File: src/rtl/cr_bmu_ibus_pkg.sv
// Shared definitions for the BMU instruction-bus fetch controller.
package cr_bmu_ibus_pkg;

  typedef enum logic [1:0] {
    IDLE = 2'd0,
    REQ  = 2'd1,
    WAIT = 2'd2,
    DENY = 2'd3
  } ibus_state_e;

  localparam logic [31:0] DENY_BASE_DEF = 32'hE000_0000;
  localparam logic [31:0] DENY_MASK_DEF = 32'hF000_0000;

endpackage

File: src/rtl/cr_bmu_ibus_acc_chk.sv
// Instruction-fetch access check: misaligned addresses and the configured
// denied region are refused.
module cr_bmu_ibus_acc_chk
  import cr_bmu_ibus_pkg::*;
#(
  parameter bit          DENY_EN   = 1'b1,
  parameter logic [31:0] DENY_BASE = DENY_BASE_DEF,
  parameter logic [31:0] DENY_MASK = DENY_MASK_DEF
) (
  input  logic [31:0] addr,
  output logic        deny
);

  logic misalign;
  logic region_hit;

  // Deny on a non-word-aligned fetch or a hit in the masked region.
  always_comb begin
    misalign   = (addr[1:0] != 2'b00);
    region_hit = DENY_EN && ((addr & DENY_MASK) == DENY_BASE);
    deny       = misalign || region_hit;
  end

endmodule

File: src/rtl/cr_bmu_ibus_fetch_ctrl.sv
// Single-outstanding instruction fetch controller between the IFU and the
// TCIP ibus slave. Denied fetches are answered locally because the slave
// grants them but never completes them.
//
// Handshakes: the IFU request is accepted in the cycle bmu_ifu_grnt is high;
// the bus request is held from REQ entry until the slave grants or a flush
// drops it, with address and deny flag stable; bmu_ifu_trans_cmplt is a
// one-cycle pulse carrying acc_err, data_vld and data for that cycle only.
module cr_bmu_ibus_fetch_ctrl
  import cr_bmu_ibus_pkg::*;
#(
  parameter bit          DENY_EN   = 1'b1,
  parameter logic [31:0] DENY_BASE = DENY_BASE_DEF,
  parameter logic [31:0] DENY_MASK = DENY_MASK_DEF
) (
  input  logic        sel_cpuclk,
  input  logic        cpurst_b,
  input  logic        ifu_bmu_req,
  input  logic [31:0] ifu_bmu_addr,
  input  logic        ifu_bmu_flush,
  output logic        bmu_ifu_grnt,
  output logic        bmu_ifu_trans_cmplt,
  output logic        bmu_ifu_data_vld,
  output logic [31:0] bmu_ifu_data,
  output logic        bmu_ifu_acc_err,
  output logic        bmu_tcipif_ibus_req,
  output logic [31:0] bmu_tcipif_ibus_addr,
  output logic        bmu_tcipif_ibus_write,
  output logic        bmu_tcipif_ibus_acc_deny,
  input  logic        tcipif_bmu_ibus_grnt,
  input  logic        tcipif_bmu_ibus_trans_cmplt,
  input  logic        tcipif_bmu_ibus_acc_err,
  input  logic        tcipif_bmu_ibus_data_vld,
  input  logic [31:0] tcipif_bmu_ibus_data,
  output logic [1:0]  dbg_fetch_state
);

  ibus_state_e state_q, state_nxt;
  logic        drop_q, drop_nxt;
  logic [31:0] addr_q;
  logic        deny_q;
  logic        deny_w;
  logic        addr_ld;
  logic        rsp_ld;
  logic        rsp_err;
  logic        rsp_vld;
  logic [31:0] rsp_data;

  cr_bmu_ibus_acc_chk #(
    .DENY_EN   (DENY_EN),
    .DENY_BASE (DENY_BASE),
    .DENY_MASK (DENY_MASK)
  ) u_acc_chk (
    .addr (ifu_bmu_addr),
    .deny (deny_w)
  );

  // State and drop-flag registers.
  always_ff @(posedge sel_cpuclk or negedge cpurst_b) begin
    if (!cpurst_b) begin
      state_q <= IDLE;
      drop_q  <= 1'b0;
    end else begin
      state_q <= state_nxt;
      drop_q  <= drop_nxt;
    end
  end

  // Next-state, handshake outputs and response selection.
  always_comb begin
    state_nxt           = state_q;
    drop_nxt            = drop_q;
    bmu_ifu_grnt        = 1'b0;
    bmu_tcipif_ibus_req = 1'b0;
    addr_ld             = 1'b0;
    rsp_ld              = 1'b0;
    rsp_err             = 1'b0;
    rsp_vld             = 1'b0;
    rsp_data            = 32'h0;
    case (state_q)
      IDLE: begin
        drop_nxt     = 1'b0;
        bmu_ifu_grnt = ifu_bmu_req && !ifu_bmu_flush;
        if (bmu_ifu_grnt) begin
          addr_ld   = 1'b1;
          state_nxt = REQ;
        end
      end
      REQ: begin
        bmu_tcipif_ibus_req = 1'b1;
        if (tcipif_bmu_ibus_grnt) begin
          // A flush racing the grant cannot retract it; remember to drop.
          drop_nxt = drop_q || ifu_bmu_flush;
          if (deny_q) begin
            state_nxt = DENY;
            // Local error response becomes visible while in DENY.
            if (!drop_q && !ifu_bmu_flush) begin
              rsp_ld  = 1'b1;
              rsp_err = 1'b1;
            end
          end else begin
            state_nxt = WAIT;
          end
        end else if (ifu_bmu_flush) begin
          drop_nxt  = 1'b0;
          state_nxt = IDLE;
        end
      end
      WAIT: begin
        drop_nxt = drop_q || ifu_bmu_flush;
        if (tcipif_bmu_ibus_trans_cmplt) begin
          state_nxt = IDLE;
          drop_nxt  = 1'b0;
          if (!drop_q && !ifu_bmu_flush) begin
            rsp_ld   = 1'b1;
            rsp_err  = tcipif_bmu_ibus_acc_err;
            rsp_vld  = tcipif_bmu_ibus_data_vld;
            rsp_data = tcipif_bmu_ibus_data_vld ? tcipif_bmu_ibus_data : 32'h0;
          end
        end
      end
      DENY: begin
        drop_nxt  = 1'b0;
        state_nxt = IDLE;
      end
      default: begin
        drop_nxt  = 1'b0;
        state_nxt = IDLE;
      end
    endcase
  end

  // Address and deny flag captured on IFU acceptance.
  always_ff @(posedge sel_cpuclk or negedge cpurst_b) begin
    if (!cpurst_b) begin
      addr_q <= 32'h0;
      deny_q <= 1'b0;
    end else if (addr_ld) begin
      addr_q <= ifu_bmu_addr;
      deny_q <= deny_w;
    end
  end

  // Response registers: loaded for one cycle, otherwise cleared.
  always_ff @(posedge sel_cpuclk or negedge cpurst_b) begin
    if (!cpurst_b) begin
      bmu_ifu_trans_cmplt <= 1'b0;
      bmu_ifu_acc_err     <= 1'b0;
      bmu_ifu_data_vld    <= 1'b0;
      bmu_ifu_data        <= 32'h0;
    end else begin
      bmu_ifu_trans_cmplt <= rsp_ld;
      bmu_ifu_acc_err     <= rsp_err;
      bmu_ifu_data_vld    <= rsp_vld;
      bmu_ifu_data        <= rsp_data;
    end
  end

  assign bmu_tcipif_ibus_addr     = addr_q;
  assign bmu_tcipif_ibus_acc_deny = deny_q;
  assign bmu_tcipif_ibus_write    = 1'b0;
  assign dbg_fetch_state          = state_q;

endmodule

File: config.mk
export PLATFORM = sky130hd
export DESIGN_NAME = cr_bmu_ibus_fetch_ctrl
export DESIGN_NICKNAME = d
export VERILOG_FILES = /design/src/rtl/cr_bmu_ibus_pkg.sv /design/src/rtl/cr_bmu_ibus_acc_chk.sv /design/src/rtl/cr_bmu_ibus_fetch_ctrl.sv
export SDC_FILE = /design/constraint.sdc
export NUM_CORES = 1
export LEC_CHECK = 0
export BUFFER_PORTS_ARGS = -buffer_cell sky130_fd_sc_hd__buf_2
export CAP_MARGIN = 10
export CORE_MARGIN = 3
export CORE_UTILIZATION = 25
export CTS_CLUSTER_DIAMETER = 30
export CTS_CLUSTER_SIZE = 24
export DETAILED_ROUTE_END_ITERATION = 7
export PLACE_DENSITY = 0.53
export RECOVER_POWER = 50
export REMOVE_ABC_BUFFERS = 1
export SETUP_SLACK_MARGIN = 0.3
export SLEW_MARGIN = 40
export SYNTH_ARGS = -nofsm -noshare
export SYNTH_HDL_FRONTEND = slang
export SYNTH_SLANG_ARGS = --single-unit
File: constraint.sdc
create_clock -name sel_cpuclk -period 2.5 [get_ports sel_cpuclk]
set_clock_uncertainty 0.15 [all_clocks]
set_input_delay 0.25 -clock sel_cpuclk [delete_from_list [all_inputs] [get_ports sel_cpuclk]]
set_output_delay 0.25 -clock sel_cpuclk [all_outputs]
set_load 0.03 [all_outputs]
; ---- Yosys cells after proc, flatten, opt, wreduce, memory -nomap -nowiden
; Index checks and enable logic that the tools add are counted.
[totals]
regBits = 71
input_bits = 72
out_inout_bits = 73
wordCells = 54
[classes]
eq_ne = 7
mux = 29
n_reduce_logical = 10
[op_table]
columns = cell, count
row1 = 32-bit 2-to-1 mux, 4
row2 = 1-bit 2-to-1 mux, 17
row3 = 2-bit 2-to-1 mux, 4
row4 = 2-bit case mux with 4 select lines, 1
row5 = "2-bit equality test, second input constant", 2
row6 = "4-bit equality test, second input constant", 1
row7 = "2-bit inequality test, second input constant", 2
row8 = 1-bit case mux with 2 select lines, 2
row9 = "3-bit inequality test, second input constant", 1
row10 = 1-bit case mux with 3 select lines, 1
row11 = 3-bit AND reduction, 1
row12 = "2-bit by 1-bit equality test with 1-bit output, second input constant", 1
row13 = 1-bit logical AND, 2
row14 = 1-bit logical NOT, 2
row15 = 2-bit logical NOT, 1
row16 = 1-bit logical OR, 2
row17 = 2-bit nonzero test, 1
row18 = 2-bit OR reduction, 1

; ---- Depth between registers and ports, before layout
[depth]
word_depth = 6
mapped_depth = 6

; ---- Cells and area by module
; Synthesis repeated with hierarchy kept, for this count alone.
[unflattened]
hier_cells = 173
area_unflattened_um2 = 2773.9
[modules_own_cells]
columns = module, instances, cells_each, area_each_um2
row1 = cr_bmu_ibus_fetch_ctrl, 1, 170, 2757.6
row2 = cr_bmu_ibus_acc_chk, 1, 3, 16.3

; ---- Least setup slack after synthesis
; No wires, ideal clock.
[synth_timing]
path_kind = reg2reg
from = register state_q[1], in the netlist dbg_fetch_state[1]
to = register state_q[0], in the netlist dbg_fetch_state[0]
arrival_ps = 1544
required_ps = 2224
slack_ps = 680
stages_incl_launch_ff = 6
n_path_buf = 0
period_less_slack_ps = 1820
cell_sequence = dfrtp_1 inv_1 ha_1 nor3b_1 a211oi_1 o32a_1
[synth_via]
elab_chain_cells = 3
[synth_lines]
columns = element, line
row1 = "start, declared", cr_bmu_ibus_fetch_ctrl.sv:38  ; ibus_state_e state_q, state_nxt;
row2 = "start signal, assigned", cr_bmu_ibus_fetch_ctrl.sv:64  ; state_q <= state_nxt;
row3 = "2-bit by 1-bit equality test with 1-bit output, or another cell as far along", cr_bmu_ibus_fetch_ctrl.sv:80  ; case (state_q)
row4 = 3-bit inequality test (no line) or 2-bit inequality test (tied branches), -
row5 = 3-bit AND reduction (no line), -
; Parallel ways exist; a longest one is shown, timed or not.
; A chain may end at the register's enable or synchronous reset.

; ---- Worst setup path in the final report
[layout_timing]
from = register state_q[1], in the netlist dbg_fetch_state[1]
to = output port bmu_ifu_grnt
[layout_via]
elab_chain_cells = 2
[layout_lines]
columns = element, line
row1 = 2-bit logical NOT, cr_bmu_ibus_fetch_ctrl.sv:80
row2 = 1-bit 2-to-1 mux, cr_bmu_ibus_fetch_ctrl.sv:80
row3 = "end, declared", cr_bmu_ibus_fetch_ctrl.sv:21  ; output logic bmu_ifu_grnt,
; Every way passes these cells.

==> results.toml <==
[grt]
grt_pass1_vias = 2302
grt_overflow_total = 0
busiest_layer = "met2"
use_met3 = 0.0391
grt_max_degree = 72
grt_use_met2 = 0.199
antenna_found_initial = 0
grt.total_usage = 0.117
use_met1 = 0.135
grt_pass1_wl_um = 10700

[setup_path]
worstSetupPathType = "reg2out"
slowest_stage = "dfrtp_1"
cp.required_ns = 2.10
path_max_fanout = 15
critPathArrivalTime_ns = 1.64
critPathMostFrequentCell = "inv_1"
path_delay_family = "flip-flops"
crit_path_end_kind = "primary output"
slowest_delay_ns = 0.40
cp_num_buf_inv = 3
start_kind = "flip-flop"
path_cells = "inv_1 -> ha_2 -> nand3b_4 -> inv_1 -> buf_2"

[clocking]
cts_buffer_depth = 2
htreeDepth = 3
cts_buffers = 9
cts-root-buf = "clkbuf_8"
path_clk_slew_ns = 0.07
clock_latency_ns = 0.33
clock_sinks = 71
tritoncts = "built"

[layout]
utilization = 0.436
drive_above_1_share = 0.453
antenna_cells = 0
multiInputGateArea_um2 = 805
stdcell_area_mm2 = 0.00438
area_growth_pct = 65.6
n_fill_cell = 949
final_nets = 473
regArea_mm2 = 0.00178

[logic_synthesis]
synth_area_mm2 = 0.00264
synth_top_area_cell = "dfrtp_1"
yosys_register_bits = 71
netlist_top_cells_area = "dfrtp_1 (67%), mux2_2 (13%), and2_1 (4.7%)"
synthCells = 173
yosys_warnings = 0
synth_ff_type = "dfrtp_1"
yosys.area.top_type_share = 0.672
synthTopCellsByCount = "dfrtp_1 (71), mux2_2 (30), and2_1 (20), and2_2 (12)"
synthArstFlopShare = 1.00
synth-edff-count = 0
ys_types = 26
seq_area_frac_synth = 0.672
syn_area_per_cell_um2 = 15.3
synth.most_common_cell = "dfrtp_1"

[sta]
fin_crit_sh = 0.815
period_needed_ns = 2.04
hold_violations = 0
tightest_slew_ns = 1.53
fin_tns_setup_ns = 0
rsz0062_at_grt = "no"
fmax_mhz = 491
drv_slew = 72
setup-violations-final = 0
max_slew_margin = -0.0175

[power]
p_per_area_mw_per_mm2 = 982
leakagePower_nw = 2.19
peakVddDrop_mv = 0.498
p_total_mw = 4.30

[floorplan]
die_x_um = 109
dieArea_mm2 = 0.0118
die_y_um = 109
num_rows = 36
core_area_mm2 = 0.0100
io_pins = 145
start_util = 0.263

[route]
drt_iter0_markers = 68
ant_nets = 0
wirelength_um = 7110
route.detailed.drc = 0
wire_per_inst_um = 13.3
via_count = 2153
via_per_inst = 4.02
first_pass_iters = 4

[outcome]
violations = "max-capacitance violations, max-slew violations"
status = "complete, but fails checks"

[placed_design]
finalWeightedCongestion = 0.755
dpl.hpwl_um = 4330
postPlaceCellArea_mm2 = 0.00347
portBuffers = 143

[job]
maxCapViolCount = 1

[worst_hold_path]
hp-class = "in2reg"
registers in the layout (all words and copies together) (netlist names):
register / count
bmu_tcipif_ibus_addr: 32
bmu_ifu_trans_cmplt: 1
drop_q: 1
dbg_fetch_state: 2
bmu_ifu_data_vld: 1
bmu_ifu_acc_err: 1
bmu_ifu_data: 32
bmu_tcipif_ibus_acc_deny: 1
routing by layer:
metal	up-vias	part of all wire
met4	0	0.014
met1	1030	0.41
met2	94	0.50
met3	9	0.076
li1	1020	-
met5	-	0
logic make-up after synthesis:
group	synth area share
flip-flops	0.672
other	0.00142
AND/OR/NAND/NOR	0.130
multiplexers	0.136
AO/OA/AOI/OAI	0.0175
adder cells (fa/ha/maj)	0.0142
buffers and inverters	0.0284
worst paths after layout:
path,from,end,slack [ns],depth (start not counted)
setup / recovery,dbg_fetch_state[1],bmu_ifu_grnt,0.46,5
hold / removal,ifu_bmu_addr[0],bmu_tcipif_ibus_addr[0],0.03,2
setup reg to reg,dbg_fetch_state[1],bmu_tcipif_ibus_addr[25],0.61,4
hold reg to reg,bmu_tcipif_ibus_addr[23],bmu_tcipif_ibus_addr[23],0.35,1
max in group asynchronous,cpurst_b,bmu_ifu_data[13],0.57,2
min in group asynchronous,cpurst_b,bmu_tcipif_ibus_addr[16],0.68,2
where the power goes:
part / switching [mW] / total (mW) / leakage [nW] / internal, mW
registers: 0.151 / 1.61 / 0.917 / 1.46
logic: 1.06 / 1.71 / 1.16 / 0.653
clock network: 0.397 / 0.978 / 0.109 / 0.581
total: 1.61 / 4.30 / 2.19 / 2.69
metrics by stage:
stage | hold WS, ns | setup WS (ns) | instances
finish | 0.0289 | 0.461 | 535
detailed placement | 0.161 | 0.585 | 443
global route | 0.0139 | 0.193 | 535
CTS | 0.0119 | 0.363 | 522
global placement | 0.286 | 0.592 | 443
floorplan | -0.196 | 0.481 | 166
repair_timing:
item	4_1_cts	5_1_grt
hold endpoints to repair	133	0
pin swaps	1	1
hold buffers	63	0
resized for setup	1	0
cloned	1	0
endpoints found under the setup margin	1	1
setup buffers	0	13
layout make-up:
class                           instances  share of cell area
Sequential cell                        71               0.406
Timing Repair Buffer                  220               0.321
Multi-Input combinational cell         93               0.184
Tap cell                              133              0.0380
Clock buffer                           11              0.0323
Clock inverter                          4              0.0160
Inverter                                3             0.00257
placed cells by master (no fill, tap or decap), types with 2 or more instances in the layout:
cell type        n
buf_2          107
dfrtp_1         71
dlygate4sd3_1   63
clkbuf_1        37
mux2_2          30
and2_1          20
buf_4           14
and2_2          12
clkbuf_8        10
nand2_1          4
inv_1            3
nand3_1          2
nor2_1           2
a21oi_1          2
mux2_1           2
o21ai_0          2
nand2b_1         2
ha_1             2
clkinv_2         2
bufinv_16        2
No activity file was read; power rests on OpenSTA's default activity.
